`src/rtl/mul_pkg.sv`:
```
// -----------------------------------------------------------------------------
// mul_pkg
// Shared definitions for the sequential shift-and-add multiplier:
//   - default operand width and the derived iteration counter width
//   - controller state encoding (IDLE / RUN)
//   - helper for sizing the iteration counter of other widths
// Optional feature macro used by the importing files: MUL_EARLY_TERM_EN
// -----------------------------------------------------------------------------
package mul_pkg;

  localparam int MUL_WIDTH = 8;
  localparam int MUL_CNT_W = $clog2(MUL_WIDTH);

  // Controller state encoding, kept as plain constants so the state register
  // stays a simple vector in every tool flow.
  localparam logic [0:0] ST_IDLE = 1'b0;
  localparam logic [0:0] ST_RUN  = 1'b1;

  // Named view of the same encoding for debug and waveform readability.
  typedef enum logic [0:0] {
    IDLE = ST_IDLE,
    RUN  = ST_RUN
  } state_e;

  // A 1-bit operand would otherwise yield a zero-width counter.
  function automatic int cnt_width(input int width);
    return (width > 1) ? $clog2(width) : 1;
  endfunction

endpackage

```
`src/rtl/mul_datapath.sv`:
```
// -----------------------------------------------------------------------------
// mul_datapath
// Register set and adder for the shift-and-add multiplier. Holds the shifted
// multiplicand, the shifted-down multiplier and the running accumulator.
//
// Ports:
//   clk         system clock, rising-edge active
//   rst         asynchronous active-low reset, clears all registers
//   load        capture a/b and clear the accumulator
//   step        perform one partial-product iteration
//   a, b        multiplicand / multiplier operands (unsigned)
//   sum         accumulator value after this cycle's conditional addition
//   early_done  remaining multiplier bits are all zero after this iteration
//
// Macro MUL_EARLY_TERM_EN: when defined, early_done reports that the
// multiplier being shifted in is zero; otherwise it is tied low.
// -----------------------------------------------------------------------------
module mul_datapath
  import mul_pkg::*;
#(
  parameter int WIDTH = MUL_WIDTH
) (
  input  logic               clk,
  input  logic               rst,
  input  logic               load,
  input  logic               step,
  input  logic [WIDTH-1:0]   a,
  input  logic [WIDTH-1:0]   b,
  output logic [2*WIDTH-1:0] sum,
  output logic               early_done
);

  logic [2*WIDTH-1:0] mcand;
  logic [WIDTH-1:0]   mplier;
  logic [2*WIDTH-1:0] acc;

  // sum is also what the controller writes to answer on the final iteration,
  // so the last partial product is never lost.
  assign sum = mplier[0] ? (acc + mcand) : acc;

`ifdef MUL_EARLY_TERM_EN
  assign early_done = ((mplier >> 1) == '0);
`else
  assign early_done = 1'b0;
`endif

  always_ff @(posedge clk or negedge rst) begin
    if (!rst) begin
      mcand  <= '0;
      mplier <= '0;
      acc    <= '0;
    end else if (load) begin
      mcand  <= {{WIDTH{1'b0}}, a};
      mplier <= b;
      acc    <= '0;
    end else if (step) begin
      acc    <= sum;
      mcand  <= mcand << 1;
      mplier <= mplier >> 1;
    end
  end

endmodule

```
`src/rtl/seq_mul8x8.sv`:
```
// -----------------------------------------------------------------------------
// seq_mul8x8
// Sequential unsigned WIDTH x WIDTH shift-and-add multiplier. A rising edge on
// st captures a and b; one partial product is accumulated per clock and the
// 2*WIDTH-bit product is registered on answer when the operation completes.
// answer keeps the previous product while an operation is in flight.
//
// Ports:
//   clk     system clock, rising-edge active
//   rst     asynchronous active-low reset
//   st      start request, rising-edge detected
//   a       multiplicand, unsigned
//   b       multiplier, unsigned
//   answer  registered product of the last completed operation
//
// Macro MUL_EARLY_TERM_EN: when defined, an operation finishes as soon as the
// remaining multiplier bits are zero (1..WIDTH cycles). Undefined: always
// exactly WIDTH iterations.
//
// state   | meaning
// --------+-------------------------------------------------------------
// IDLE    | waiting for a rising edge on st; answer holds last product
// RUN     | one iteration per clock; last iteration writes answer
// -----------------------------------------------------------------------------
module seq_mul8x8
  import mul_pkg::*;
#(
  parameter int WIDTH = MUL_WIDTH
) (
  input  logic               clk,
  input  logic               rst,
  input  logic               st,
  input  logic [WIDTH-1:0]   a,
  input  logic [WIDTH-1:0]   b,
  output logic [2*WIDTH-1:0] answer
);

  localparam int               CNT_W = cnt_width(WIDTH);
  localparam logic [CNT_W-1:0] LAST  = CNT_W'(WIDTH - 1);

  logic [0:0]         state;
  logic               st_q;
  logic [CNT_W-1:0]   count;
  logic               start;
  logic               load;
  logic               step;
  logic               last_iter;
  logic               early_done;
  logic               done;
  logic [2*WIDTH-1:0] sum;

  // st_q follows st in every state, so a start pulse seen during RUN is
  // consumed there and cannot fire later.
  assign start     = st & ~st_q;
  assign load      = (state == ST_IDLE) && start;
  assign step      = (state == ST_RUN);
  assign last_iter = (count == LAST);
  assign done      = step && (last_iter || early_done);

  mul_datapath #(
    .WIDTH (WIDTH)
  ) u_datapath (
    .clk        (clk),
    .rst        (rst),
    .load       (load),
    .step       (step),
    .a          (a),
    .b          (b),
    .sum        (sum),
    .early_done (early_done)
  );

  always_ff @(posedge clk or negedge rst) begin
    if (!rst) begin
      state  <= ST_IDLE;
      st_q   <= 1'b0;
      count  <= '0;
      answer <= '0;
    end else begin
      st_q <= st;
      case (state)
        ST_IDLE: begin
          if (start) begin
            count <= '0;
            state <= ST_RUN;
          end
        end
        ST_RUN: begin
          count <= count + CNT_W'(1);
          if (done) begin
            answer <= sum;
            state  <= ST_IDLE;
          end
        end
        default: state <= ST_IDLE;
      endcase
    end
  end

endmodule

```
`config.mk`:
```
export PLATFORM = sky130hd
export DESIGN_NAME = seq_mul8x8
export DESIGN_NICKNAME = d
export VERILOG_FILES = /design/src/rtl/mul_pkg.sv /design/src/rtl/mul_datapath.sv /design/src/rtl/seq_mul8x8.sv
export SDC_FILE = /design/constraint.sdc
export NUM_CORES = 1
export LEC_CHECK = 0
export CORE_ASPECT_RATIO = 0.5
export CORE_MARGIN = 2
export CORE_UTILIZATION = 35
export CTS_CLUSTER_SIZE = 40
export DETAILED_ROUTE_END_ITERATION = 10
export GPL_TIMING_DRIVEN = 0
export PLACE_DENSITY = 0.53
export SYNTH_ARGS = -nofsm -noshare
export SYNTH_HDL_FRONTEND = slang
export SYNTH_SLANG_ARGS = --single-unit
```
`constraint.sdc`:
```
create_clock -name clk -period 3.3 [get_ports clk]
set_input_delay 0.495 -clock clk [delete_from_list [all_inputs] [get_ports clk]]
set_output_delay 0.495 -clock clk [all_outputs]
set_load 0.05 [all_outputs]
```
==> impl_metrics.json <==
{
  "row_count": 25,
  "synth_cell_types": 44,
  "grt_pass1_wl_microns": 13600,
  "setup_violations": 0,
  "synth_edf_count": 0,
  "fp.dieH_microns": 74.0,
  "arrival_ns": 2.75,
  "worst_pin_slew_ns": 0.832,
  "synth_nets": 384,
  "synth-seq-area-share_pct": 44.6,
  "finalWorstSetupSlack_ns": 0.769,
  "synth_area_leader_cell": "dfrtp_1",
  "critPathBufInv": 0,
  "gp_congestion": 0.900,
  "drive_gt1_share_pct": 7.81,
  "grt_overflow": 0,
  "nFillCells": 930,
  "area_growth_pct": 23.4,
  "antenna_found_initial": 0,
  "p_sw_share_pct": 41.5,
  "fp.dieArea_sq_um": 10600,
  "holdBufCountCts": 0,
  "cts-root-buf": "clkbuf_16",
  "final_hold_viol_count": 0,
  "start_util_pct": 36.1,
  "post-place-ws_ns": 0.808,
  "cpPeakStageDelay_ns": 0.44,
  "synth_area_sq_um": 3430,
  "cts.repair.resized": 0,
  "highest_layer": "met4",
  "syn_avg_cell_area_sq_um": 9.87,
  "setup.worst_path.start": "u_datapath.mcand[0]",
  "drt-pass1-iter-count": 4,
  "maxCapViolations": 0,
  "r2r_start": "u_datapath.mcand[0]",
  "initialDrtViolationCount": 148,
  "antenna_cells": 0,
  "relSlewSlack_pct": 44.6,
  "numCtsBuffers": 9,
  "drt-met1-wl_microns": 4200,
  "ff_latch_area_sq_um": 1530,
  "synthCells": 347,
  "min_period_ns": 2.53,
  "rsz0062_at_grt": "false",
  "vias": 2684,
  "ir_drop_v": 0.000295,
  "async_flop_share_pct": 100,
  "status": "finished, final reports clean",
  "start_kind": "register",
  "ys.flop_type": "dfrtp_1",
  "hold_path_class": "in2async",
  "final_util_pct": 44.6,
  "critPathKind": "reg2reg",
  "met3WireLength_microns": 400,
  "wirelength_microns": 8370,
  "crit_slowest_cell": "fa_1",
  "power_frac_comb_pct": 46.1,
  "cts_setup_buffers": 0,
  "power.leakage_nw": 1.92,
  "ys_warn_count": 0,
  "clkPwrFrac_pct": 22.6,
  "io_pins": 35,
  "cp.required_ns": 3.52,
  "reg2reg_depth": 9,
  "reg2reg_to": "answer[14]",
  "timing.final.crit_share_pct": 76.7,
  "coreArea_sq_um": 9480,
  "drc": 0,
  "clock_sinks": 61,
  "synth.area.top_cells": "dfrtp_1 45%, mux2i_1 8.5%, nand2_1 6.8%",
  "tritoncts": "yes",
  "cp_cell_sequence": "ha_1 > fa_1 > a211oi_2 > o21ai_1 > nand4_1 > nand2_1 > a31oi_4 > mux2i_1 > a211o_1",
  "grt_pass1_vias": 2626,
  "power_density_nw_per_um2": 922,
  "synth-seq-cells": 61,
  "critical_path.max_fanout": 3,
  "ff2ff_setup_slack_ns": 0.77,
  "detail-route-antenna-nets": 0,
  "synth_top_area_share_pct": 44.6,
  "multi_input_area_sq_um": 1790,
  "p_sw_w": 0.00162,
  "drv_slew": 0,
  "clock.fmax_ghz": 0.395,
  "crit_path_end_kind": "register",
  "final_nets": 430,
  "dieWidth_microns": 144,
  "grt_use_total_pct": 17.2,
  "sequentialPowerShare_pct": 31.3,
  "max-clock-path-buffers": 2,
  "wl_met2_microns": 3660,
  "vias_per_cell": 5.05,
  "wl_per_cell_microns": 15.7,
  "htreeDepth": 3,
  "clock_latency_ns": 0.33,
  "grt_max_degree": 41,
  "cp_top_family": "compound AO/OA/AOI/OAI gates",
  "dp.final_hpwl_microns": 6150,
  "fin_skew_ns": 0.00375,
  "portBuffers": 34,
  "intPower_w": 0.00228,
  "clk_pin_slew_ns": 0.05
}
[final cells by class]
class,instances,share of cell area [%]
Sequential cell,61,36.1
Buffer,19,2.31
Inverter,2,0.178
Tap cell,135,3.99
Multi-Input combinational cell,265,42.4
Timing Repair Buffer,35,8.40
Clock buffer,14,6.48
Clock inverter,1,0.118
[layer usage]
layer	up-vias	global-route usage, %
met5	-	0
met1	1288	23.4
li1	1339	-
met2	45	26.6
met3	12	4.96
met4	0	5.99
[state kept, by name, summed over array words and instances, names as in the netlist]
signal,flops
u_datapath.mplier,8
u_datapath.acc,16
count,3
state,1
u_datapath.mcand,16
st_q,1
answer,16
[placed cells by master (no fill, tap or decap), types with 4 or more instances in the layout]
cell,instances
mux2i_1,29
xnor2_1,8
clkbuf_16,9
nand2_1,62
nor3b_1,6
ha_1,17
o21ai_0,42
nand3_1,5
nor2_1,11
a21oi_1,15
o21ai_1,6
a21o_1,10
nand4_1,4
dfrtp_1,61
clkbuf_1,16
clkdlybuf4s50_1,33
a22o_1,10
nand3b_1,4
xor2_1,4
[power groups by stage]
stage | Sequential [W] | Clock (W) | Combinational (W)
2_1_floorplan | 0.00147 | 0 | 0.00104
3_3_place_gp | 0.00122 | 0 | 0.00175
3_5_place_dp | 0.00123 | 0 | 0.00180
4_1_cts | 0.00122 | 0.000905 | 0.00181
5_1_grt | 0.00126 | 0.000935 | 0.00198
6_report | 0.00122 | 0.000883 | 0.00180
[worst max-delay path by stage]
stage                            end  slack (ns)  depth (start not counted)
final                     answer[14]        0.77                          9
after global placement     answer[7]       -0.23                          1
after global routing      answer[14]        0.63                          9
after CTS                 answer[14]        0.78                          9
after floorplan           answer[14]        1.04                          9
after detailed placement  answer[14]        0.81                          9
[worst register-to-register path: stages, from the launching register on]
cell and delay [ns]:
dfrtp_1 0.41, ha_1 0.25, fa_1 0.44, a211oi_2 0.29, o21ai_1 0.14, nand4_1 0.12
nand2_1 0.14, a31oi_4 0.25, mux2i_1 0.10, a211o_1 0.26
[Yosys cell counts, types with 2 or more instances]
master     n
ha_1      17
mux2i_1   29
xnor2_1    8
nor2_1    11
nand3b_1   4
and2_1     2
a21o_1    10
o21ai_1    6
a211oi_2   2
o21bai_1   2
a21oi_1   15
inv_1      2
nand3_1    5
buf_6      3
nor3b_1    6
clkbuf_1  14
xor2_1     4
o21ai_0   42
nand4_1    4
dfrtp_1   61
o21ai_2    2
nor2b_1    2
nand2b_1   2
a31oi_1    2
a22o_1    10
a31oi_4    2
nand2_1   62
a211o_1    2
[cell families (layout without fill, tap and decap cells)]
logic type	count (synthesis)	in the layout	share of synthesized area, %
XOR/XNOR	12	12	3.07
multiplexers	29	29	8.47
flip-flops	61	61	44.6
adder cells (fa/ha/maj)	18	18	6.79
buffers and inverters	21	71	3.07
AND/OR/NAND/NOR	101	101	13.5
AO/OA/AOI/OAI	105	105	20.6
[metrics by stage]
| stage | total power (W) | cell area [sq um] | hold slack (ns) | cells | setup TNS, ns |
|---|---|---|---|---|---|
| 2_1_floorplan | 0.00251 | 3430 | 0.199 | 347 | 0 |
| 3_3_place_gp | 0.00297 | 3940 | 0.465 | 516 | -13.91 |
| 3_5_place_dp | 0.00303 | 3950 | 0.473 | 517 | 0 |
| 4_1_cts | 0.00393 | 4230 | 0.161 | 532 | 0 |
| 5_1_grt | 0.00417 | 4230 | 0.194 | 532 | 0 |
| 6_report | 0.00390 | 4230 | 0.147 | 532 | 0 |
No activity file was read; power rests on OpenSTA's default activity.
